`config.mk`:
```
export PLATFORM = sky130hd
export DESIGN_NAME = uart_cmd_parser
export DESIGN_NICKNAME = d
export VERILOG_FILES = /design/src/rtl/uart_cmd_parser.sv
export SDC_FILE = /design/constraint.sdc
export NUM_CORES = 1
export LEC_CHECK = 0
export ABC_CLOCK_PERIOD_IN_PS = 1830
export BUFFER_PORTS_ARGS = -buffer_cell sky130_fd_sc_hd__buf_2
export CAP_MARGIN = 0
export CORE_ASPECT_RATIO = 0.9
export CORE_UTILIZATION = 50
export DETAILED_ROUTE_END_ITERATION = 12
export PLACE_DENSITY_LB_ADDON = 0.15
export SLEW_MARGIN = 0
export SYNTH_ARGS = -nofsm -noshare
export SYNTH_HDL_FRONTEND = slang
export SYNTH_SLANG_ARGS = --single-unit
```
`constraint.sdc`:
```
create_clock -name clock -period 1.83 [get_ports clock]
set_input_delay 0.2745 -clock clock [delete_from_list [all_inputs] [get_ports clock]]
set_output_delay 0.2745 -clock clock [all_outputs]
set_load 0.05 [all_outputs]
```
`src/rtl/uart_cmd_parser.sv`:
```
// ASCII register-access command interpreter: pops a line from the UART RX FIFO,
// performs "W aa dd" / "R aa" on the register bus and pushes a 4-byte reply.
module uart_cmd_parser #(
  parameter int unsigned TIMEOUT_CYCLES = 27000000
) (
  input  logic       clock,
  input  logic       reset,
  input  logic       rx_fifo_empty,
  input  logic [7:0] rx_fifo_data,
  output logic       rx_fifo_rd_en,
  input  logic       tx_fifo_full,
  output logic [7:0] tx_fifo_data,
  output logic       tx_fifo_wr_en,
  output logic [7:0] reg_addr,
  output logic [7:0] reg_wdata,
  output logic       reg_wr,
  output logic       reg_rd,
  input  logic [7:0] reg_rdata,
  output logic       busy,
  output logic       cmd_error
);

  typedef enum logic [2:0] {S_IDLE, S_ARGS, S_EXEC, S_RDWAIT, S_RESP} state_t;

  localparam logic [31:0] TIMEOUT_LAST = 32'(TIMEOUT_CYCLES) - 32'd1;
  localparam logic [31:0] RESP_OK = {8'h4F, 8'h4B, 8'h0D, 8'h0A};
  localparam logic [31:0] RESP_ER = {8'h45, 8'h52, 8'h0D, 8'h0A};

  state_t      state_reg;
  logic        is_wr_reg;
  logic        err_reg;
  logic        rd_phase_reg;
  logic [2:0]  cnt_reg;
  logic [15:0] acc_reg;
  logic [31:0] idle_cnt_reg;
  logic [31:0] resp_reg;
  logic [1:0]  resp_idx_reg;

  logic [2:0]  need;
  logic        can_pop;
  logic        is_term;
  logic        is_space;
  logic        is_hex;
  logic [3:0]  nib;

  function automatic logic [7:0] hex_chr(input logic [3:0] n);
    return (n < 4'd10) ? {4'h3, n} : (8'h37 + {4'h0, n});
  endfunction

  assign need     = is_wr_reg ? 3'd4 : 3'd2;
  // A pop is never issued back-to-back, so the FIFO has a cycle to advance its head.
  assign can_pop  = !rx_fifo_empty && !rx_fifo_rd_en;
  assign is_term  = (rx_fifo_data == 8'h0D) || (rx_fifo_data == 8'h0A);
  assign is_space = (rx_fifo_data == 8'h20);
  assign is_hex   = ((rx_fifo_data >= 8'h30) && (rx_fifo_data <= 8'h39)) ||
                    ((rx_fifo_data >= 8'h41) && (rx_fifo_data <= 8'h46)) ||
                    ((rx_fifo_data >= 8'h61) && (rx_fifo_data <= 8'h66));
  assign nib      = (rx_fifo_data <= 8'h39) ? rx_fifo_data[3:0] : (rx_fifo_data[3:0] + 4'd9);
  assign busy     = (state_reg != S_IDLE);

  always_ff @(posedge clock) begin
    if (reset) begin
      state_reg     <= S_IDLE;
      is_wr_reg     <= 1'b0;
      err_reg       <= 1'b0;
      rd_phase_reg  <= 1'b0;
      cnt_reg       <= '0;
      acc_reg       <= '0;
      idle_cnt_reg  <= '0;
      resp_reg      <= '0;
      resp_idx_reg  <= '0;
      rx_fifo_rd_en <= 1'b0;
      tx_fifo_data  <= '0;
      tx_fifo_wr_en <= 1'b0;
      reg_addr      <= '0;
      reg_wdata     <= '0;
      reg_wr        <= 1'b0;
      reg_rd        <= 1'b0;
      cmd_error     <= 1'b0;
    end else begin
      rx_fifo_rd_en <= 1'b0;
      tx_fifo_wr_en <= 1'b0;
      reg_wr        <= 1'b0;
      reg_rd        <= 1'b0;
      cmd_error     <= 1'b0;
      case (state_reg)
        S_IDLE: begin
          if (can_pop) begin
            rx_fifo_rd_en <= 1'b1;
            idle_cnt_reg  <= '0;
            if (!is_term && !is_space) begin
              state_reg <= S_ARGS;
              cnt_reg   <= '0;
              acc_reg   <= '0;
              is_wr_reg <= (rx_fifo_data == 8'h57) || (rx_fifo_data == 8'h77);
              err_reg   <= !((rx_fifo_data == 8'h57) || (rx_fifo_data == 8'h77) ||
                             (rx_fifo_data == 8'h52) || (rx_fifo_data == 8'h72));
            end
          end
        end
        S_ARGS: begin
          if (can_pop) begin
            rx_fifo_rd_en <= 1'b1;
            idle_cnt_reg  <= '0;
            if (is_term) begin
              state_reg <= S_EXEC;
            end else if (is_hex) begin
              if (cnt_reg == need) begin
                err_reg <= 1'b1;
              end else begin
                acc_reg <= {acc_reg[11:0], nib};
                cnt_reg <= cnt_reg + 3'd1;
              end
            end else if (!is_space) begin
              err_reg <= 1'b1;
            end
          end else if (TIMEOUT_CYCLES != 0) begin
            // A stalled partial line is dropped silently.
            if (idle_cnt_reg == TIMEOUT_LAST) begin
              state_reg    <= S_IDLE;
              idle_cnt_reg <= '0;
            end else begin
              idle_cnt_reg <= idle_cnt_reg + 32'd1;
            end
          end
        end
        S_EXEC: begin
          resp_idx_reg <= '0;
          if (err_reg || (cnt_reg != need)) begin
            resp_reg  <= RESP_ER;
            cmd_error <= 1'b1;
            state_reg <= S_RESP;
          end else if (is_wr_reg) begin
            reg_addr  <= acc_reg[15:8];
            reg_wdata <= acc_reg[7:0];
            reg_wr    <= 1'b1;
            resp_reg  <= RESP_OK;
            state_reg <= S_RESP;
          end else begin
            reg_addr     <= acc_reg[7:0];
            reg_rd       <= 1'b1;
            rd_phase_reg <= 1'b0;
            state_reg    <= S_RDWAIT;
          end
        end
        S_RDWAIT: begin
          // Read data lands one cycle after the strobe cycle.
          if (!rd_phase_reg) begin
            rd_phase_reg <= 1'b1;
          end else begin
            resp_reg  <= {hex_chr(reg_rdata[7:4]), hex_chr(reg_rdata[3:0]), 8'h0D, 8'h0A};
            state_reg <= S_RESP;
          end
        end
        S_RESP: begin
          if (!tx_fifo_full) begin
            tx_fifo_wr_en <= 1'b1;
            tx_fifo_data  <= resp_reg[31:24];
            resp_reg      <= {resp_reg[23:0], 8'h00};
            resp_idx_reg  <= resp_idx_reg + 2'd1;
            if (resp_idx_reg == 2'd3) state_reg <= S_IDLE;
          end
        end
        default: state_reg <= S_IDLE;
      endcase
    end
  end

endmodule

```
==> results of run 1 <==
[cells by family after synthesis]
| logic type | after synthesis |
|---|---|
| AND/OR/NAND/NOR | 252 |
| AO/OA/AOI/OAI | 164 |
| flip-flops | 104 |
| buffers and inverters | 59 |
| multiplexers | 15 |
| adder cells (fa/ha/maj) | 10 |
| XOR/XNOR | 8 |
| other | 1 |
[report_power, final]
part           leakage [nW]  total (W)  switching (W)  internal [W]
clock                 0.157    0.00202       0.000873       0.00115
sequential            0.842    0.00232      0.0000223       0.00229
combinational          1.85   0.000657       0.000381      0.000276
total                  2.85    0.00499        0.00128       0.00372
[routing by layer]
metal,GRT usage (%),part of all wire (%)
met5,0,0
met1,37.2,48
met2,40.5,45
met3,4.27,4.7
met4,7.79,1.6
[synth_stat cells (3+ instances only)]
cell,instances
a211oi_1,14
a21oi_1,36
a221oi_1,4
a22o_1,15
a311oi_1,3
a31oi_1,36
a32oi_1,3
a41oi_1,4
and2_1,3
and3_1,9
and4_1,4
and4b_1,3
buf_2,20
buf_4,3
buf_6,3
clkbuf_1,11
dfxtp_1,104
ha_1,10
inv_1,20
mux2i_1,12
nand2_1,62
nand2b_1,8
nand3_1,33
nand3b_1,15
nand4_1,13
nor2_1,37
nor2b_1,6
nor3_1,17
nor3b_1,4
nor4_1,8
nor4_2,3
nor4b_1,4
o211ai_1,7
o21a_1,3
o21ai_0,15
o221ai_1,3
o22ai_1,3
or2_2,3
or3_1,3
or3b_1,3
or4_1,3
xnor2_1,6
[how the worst min path moves through the flow]
stage,endpoint,slack [ns],depth (start not counted)
2_1_floorplan,resp_reg[17],0.43,2
3_3_place_gp,tx_fifo_data[3],0.44,2
3_5_place_dp,tx_fifo_data[5],0.44,2
4_1_cts,rx_fifo_rd_en,0.28,3
5_1_grt,rx_fifo_rd_en,0.32,3
6_report,rx_fifo_rd_en,0.30,3
[final cells by class]
type | count | area share, %
clock buffers | 11 | 3.47
clock inverters | 5 | 0.843
inverters | 20 | 1.03
multi-input cells | 451 | 44.9
flip-flops and latches | 104 | 28.8
well taps | 129 | 2.22
repair buffers | 170 | 18.7
[stage by stage]
| stage | instance area (µm²) | total power, W | std cells | setup slack, ns |
|---|---|---|---|---|
| after floorplan | 5320 | 0.00270 | 613 | -0.0811 |
| after global placement | 6410 | 0.00291 | 858 | -0.249 |
| after detailed placement | 6410 | 0.00293 | 858 | -0.327 |
| after CTS | 6880 | 0.00496 | 882 | -0.109 |
| after global routing | 7280 | 0.00517 | 890 | -0.186 |
| final | 7280 | 0.00499 | 890 | -0.155 |
[worst reg2reg max path, stage by stage (launching register included)]
cell,delay [ns]
dfxtp_2,0.33
or4b_4,0.55
nor4_4,0.16
buf_4,0.17
a31oi_4,0.15
buf_4,0.22
a31oi_1,0.19
o22ai_1,0.10
[repair_timing]
action | in CTS | in global routing
gates cloned | 2 | 3
pin swaps | 19 | 34
gates resized for setup | 19 | 62
setup endpoints to repair | 64 | 81
buffers inserted | 6 | 7
[cells in the final DEF, fill, tap and decap left out, types with 4 or more instances in the layout]
cell       Yosys  layout
nand2_1       62      59
buf_2         20      48
nand2b_1       8       8
xnor2_1        6       6
a31oi_4        1       7
nand3b_1      15      15
nand3_1       33      30
dfxtp_1      104      97
a31oi_1       36      31
dfxtp_2        0       6
buf_12         0       9
nor2b_1        6       4
o21ai_2        0       4
nand4_1       13      13
a221oi_1       4       4
nor2_1        37      36
nor4_1         8       4
ha_1          10       9
a211oi_1      14      12
inv_1         20      20
buf_4          3      99
o211ai_1       7       7
mux2i_1       12      12
nor3_1        17      16
o21ai_0       15       8
buf_6          3      11
nor4_4         2       8
and3_1         9       8
clkbuf_16      0      12
a22o_1        15      15
a21oi_1       36      35
==> flow_summary.json, run 1 <==
{
  "first_iter_violations": 336,
  "critPathTopFamily": "simple AND/OR/NAND/NOR gates",
  "post-route-period-util_pct": 108,
  "path_class": "reg -> reg",
  "multi_input_area_um2": 3270,
  "syn_nets": 643,
  "yosysTopAreaCell": "dfxtp_1",
  "overflow": 0,
  "ctsLongestPathBuffers": 2,
  "antenna_found_initial": 0,
  "synth_edf_count": 0,
  "yosys_most_used_dff": "dfxtp_1",
  "grt_pass1_wl_mm": 23.7,
  "r2r_cells": 7,
  "rsz0062_at_grt": "true",
  "cpPeakStageDelay_ns": 0.55,
  "ant_nets": 0,
  "yosysTopAreaCellShare_pct": 39.3,
  "die_x_um": 111,
  "layout_min_cycle_time_ns": 1.98,
  "cts_tree": "built",
  "yosysUniqueCellTypes": 71,
  "crit_top_cell": "buf_4",
  "numCtsBuffers": 9,
  "vias_per_cell": 6.05,
  "port_buffers": 48,
  "drc_errors": 0,
  "path_depth": 7,
  "r2r_end": "idle_cnt_reg[11]",
  "track_usage_pct": 26.1,
  "postCtsHoldBufs": 0,
  "hold_viol_final": 0,
  "crit_fanout": 6,
  "violations": "setup timing",
  "clk-insertion-delay-late_ns": 0.34,
  "synth_compound_area_share_pct": 21.8,
  "worst_pin_slew_ns": 0.780,
  "ys_seq_area_share_pct": 39.3,
  "drv_slew": 0,
  "globalplace.congestion": 0.867,
  "drive_gt1_share_pct": 34.3,
  "initial_utilization_pct": 51.5,
  "wl_per_cell_um": 16.8,
  "grt_max_degree": 64,
  "rr_startpoint": "idle_cnt_reg[8]",
  "synthArstFlopShare_pct": 0,
  "status": "complete, but fails checks",
  "hold_start": "rx_fifo_empty",
  "avgSynthCellArea_um2": 8.65,
  "end_kind": "flop",
  "fin_nets": 786,
  "n_fill_cell": 786,
  "core_area_um2": 10300,
  "finalSetupViolCount": 50,
  "leakagePower_nw": 2.85,
  "clk_pin_slew_worst_paths_ns": 0.07,
  "yosys.area_share.simple_pct": 26.9,
  "cts_max_level": 3,
  "critPathArrivalTime_ns": 2.22,
  "synth.area.mux_share_pct": 2.97,
  "dieHeight_um": 99.7,
  "fp.dieArea_um2": 11000,
  "max_cap_viol_count": 0,
  "syn_inst": 613,
  "ys_seq_elements": 104,
  "vdd_drop_max_v": 0.000510,
  "setup_slack_ns": -0.155,
  "cpMaxStageDelayCell": "or4b_4",
  "antenna_cells": 0,
  "whs_ns": 0.303,
  "synth_fa_ha_area_share_pct": 2.36,
  "startpoint": "idle_cnt_reg[8]",
  "tns_ns": -3.51,
  "crit_path_end": "idle_cnt_reg[11]",
  "crit_chain": "or4b_4 > nor4_4 > buf_4 > a31oi_4 > buf_4 > a31oi_1 > o22ai_1",
  "r2r_setup_slack_ns": -0.15,
  "clkSinkCount": 104,
  "synth_area_leaders": "dfxtp_1 39%, nand2_1 4.4%, a31oi_1 4.2%, a21oi_1 3.4%, nand3_1 3.1%",
  "fin_skew_ns": 0.00552,
  "hold_path_class": "in -> reg",
  "synth_top_family_by_area": "simple AND/OR/NAND/NOR gates",
  "register_area_um2": 2090,
  "vias": 5382,
  "route.final.wire_length_mm": 15.0,
  "final_util_pct": 70.7,
  "row_count": 35,
  "max_freq_mhz": 504,
  "hpwlAfterDp_mm": 10.1,
  "synth-xor-area-share_pct": 1.32,
  "max-slew-margin-rel_pct": 47.8,
  "cts_root_buf": "clkbuf_16",
  "largest_reg_flops": 32,
  "start_kind": "flop",
  "pwr_density_cell_nw_per_um2": 686,
  "ys_warn_count": 0,
  "synthesis.area_um2": 5300,
  "area_delta_synth_final_pct": 37.3,
  "path_buf_inv": 2,
  "first_pass_iters": 5,
  "crit_required_ns": 2.06,
  "grt_pass1_vias": 4843,
  "ios": 50
}
Power figures use the tool's default switching activity.
==> run 2, diff against run 1 <==
--- a/config.mk
+++ b/config.mk
@@ -9,7 +9,7 @@
 export BUFFER_PORTS_ARGS = -buffer_cell sky130_fd_sc_hd__buf_2
 export CAP_MARGIN = 0
 export CORE_ASPECT_RATIO = 0.9
-export CORE_UTILIZATION = 50
+export CORE_UTILIZATION = 54
 export DETAILED_ROUTE_END_ITERATION = 12
 export PLACE_DENSITY_LB_ADDON = 0.15
 export SLEW_MARGIN = 0
==> flow_summary.json, run 2 (synthesized netlist as in run 1, its figures left out) <==
{
  "cpMaxStageDelayCell": "and4_1",
  "whs_ns": 0.218,
  "globalplace.congestion": 0.888,
  "rr_startpoint": "idle_cnt_reg[18]",
  "grt_pass1_wl_mm": 23.5,
  "post-place-ws_ns": -0.350,
  "vdd_drop_max_v": 0.000573,
  "dieHeight_um": 96.0,
  "r2r_setup_slack_ns": -0.21,
  "grt_pass1_vias": 4900,
  "rsz0062_at_grt": "true",
  "first_iter_violations": 400,
  "path_buf_inv": 1,
  "track_usage_pct": 29.1,
  "clkSinkCount": 104,
  "clk_pin_slew_worst_paths_ns": 0.10,
  "end_kind": "flop",
  "finalSetupViolCount": 50,
  "drc_errors": 0,
  "n_fill_cell": 688,
  "tns_ns": -5.50,
  "antenna_found_initial": 0,
  "crit_fanout": 7,
  "die_x_um": 106,
  "hold_viol_final": 0,
  "drv_slew": 0,
  "post-route-period-util_pct": 112,
  "setup_slack_ns": -0.214,
  "clk-insertion-delay-late_ns": 0.37,
  "swShare_pct": 27.3,
  "cpPeakStageDelay_ns": 0.43,
  "vias": 5305,
  "ctsLongestPathBuffers": 2,
  "numCtsBuffers": 9,
  "final_common_cell": "buf_4",
  "hold_start": "rx_fifo_empty",
  "row_count": 33,
  "drive_gt1_share_pct": 32.2,
  "r2r_cells": 6,
  "crit_chain": "nor4b_2 > and4_1 > a31oi_4 > buf_6 > a31oi_1 > o22ai_1",
  "r2r_end": "idle_cnt_reg[11]",
  "fp.dieArea_um2": 10200,
  "violations": "setup timing",
  "hold_path_class": "in -> reg",
  "ios": 50,
  "critPathArrivalTime_ns": 2.30,
  "cts_max_level": 3,
  "status": "complete, but fails checks",
  "fin_nets": 776,
  "path_class": "reg -> reg",
  "overflow": 0,
  "critPathTopFamily": "simple AND/OR/NAND/NOR gates",
  "core_area_um2": 9330,
  "layout_common_cells": "97 x buf_4, 96 x dfxtp_1, 59 x nand2_1",
  "leakagePower_nw": 2.71,
  "area_delta_synth_final_pct": 31.3,
  "cts_root_buf": "clkbuf_8",
  "internal-power_w": 0.00318,
  "p_clk_share_pct": 32.4,
  "pwr_density_cell_nw_per_um2": 628,
  "pwr-share-seq_pct": 52.9,
  "hold_end": "rx_fifo_rd_en",
  "first_pass_iters": 6,
  "p_comb_share_pct": 14.7,
  "max_cap_viol_count": 0,
  "ant_nets": 0,
  "hpwlAfterDp_mm": 10.1,
  "layout_min_cycle_time_ns": 2.04,
  "port_buffers": 48,
  "wl_per_cell_um": 17.0,
  "antenna_cells": 0,
  "initial_utilization_pct": 56.8,
  "max_freq_mhz": 489,
  "crit_required_ns": 2.09,
  "largest_reg_flops": 32,
  "route.final.wire_length_mm": 14.9,
  "power_switching_w": 0.00119,
  "start_kind": "flop",
  "cts_tree": "built",
  "worst_pin_slew_ns": 0.504,
  "fin_skew_ns": 0.00864,
  "max-slew-margin-rel_pct": 66.3,
  "vias_per_cell": 6.08,
  "hold_path_depth": 3,
  "grt_max_degree": 37
}
## run 2: cell types whose count changed in the layout (fill, tap and decap cells not counted), moves of 4 or more
cell / previous run / this run
clkbuf_16: 12 / 2
o21ai_2: 4 / 0
o21ai_0: 8 / 14
buf_12: 9 / 5
clkbuf_8: 2 / 10
## run 2: power groups by stage
stage | Combinational, W | Clock (W) | Sequential [W]
after global placement | 0.000532 | 0 | 0.00236
after CTS | 0.000592 | 0.00145 | 0.00231
final | 0.000642 | 0.00142 | 0.00231
after floorplan | 0.000332 | 0 | 0.00237
after detailed placement | 0.000548 | 0 | 0.00237
after global routing | 0.000684 | 0.00153 | 0.00232
## run 2: worst max-delay path by stage
stage	slack, ns	startpoint	depth (start not counted)	end
5_1_grt	-0.24	idle_cnt_reg[10]	7	state_reg[0]
6_report	-0.21	idle_cnt_reg[18]	6	idle_cnt_reg[11]
3_5_place_dp	-0.35	rx_fifo_data[1]	8	cnt_reg[0]
4_1_cts	-0.13	idle_cnt_reg[8]	6	idle_cnt_reg[29]
3_3_place_gp	-0.28	idle_cnt_reg[4]	7	idle_cnt_reg[17]
2_1_floorplan	-0.08	idle_cnt_reg[9]	8	idle_cnt_reg[20]
## run 2: worst reg2reg max path: stages, from the launching register on
cell	delay, ns
dfxtp_1	0.34
nor4b_2	0.42
and4_1	0.43
a31oi_4	0.22
buf_6	0.22
a31oi_1	0.19
o22ai_1	0.11
## run 2: what timing repair did
item / 4_1_cts / 5_1_grt
hold buffers: 0 / 0
gates resized for setup: 32 / 36
setup endpoints to repair: 63 / 78
pin swaps: 24 / 18
gates cloned: 3 / 1
buffers inserted: 2 / 4
## run 2: metrics by stage
stage	instances	utilization (%)	total power (W)	area [µm²]
final	873	74.6	0.00437	6960
after global routing	873	74.6	0.00454	6960
after CTS	868	72.1	0.00436	6730
after detailed placement	847	68.0	0.00291	6350
after global placement	847	68.0	0.00290	6350
after floorplan	613	-	0.00270	5320
## run 2: layout make-up
| class | instances | area (µm²) | area share, % |
|---|---|---|---|
| clock inverter | 3 | 22.5 | 0.323 |
| multi-input combinational | 451 | 3240 | 46.6 |
| sequential | 104 | 2090 | 30.1 |
| timing repair buffer | 160 | 1200 | 17.3 |
| inverter | 20 | 75.1 | 1.08 |
| clock buffer | 13 | 170 | 2.44 |
| tap | 122 | 153 | 2.19 |
## run 2: metal layers
metal	GRT usage (%)	share of wire [%]	up-vias
met3	4.27	5.8	23
met2	44.6	46	173
met5	0	0	-
li1	-	-	2574
met1	41.4	47	2535
met4	11.3	1.5	0
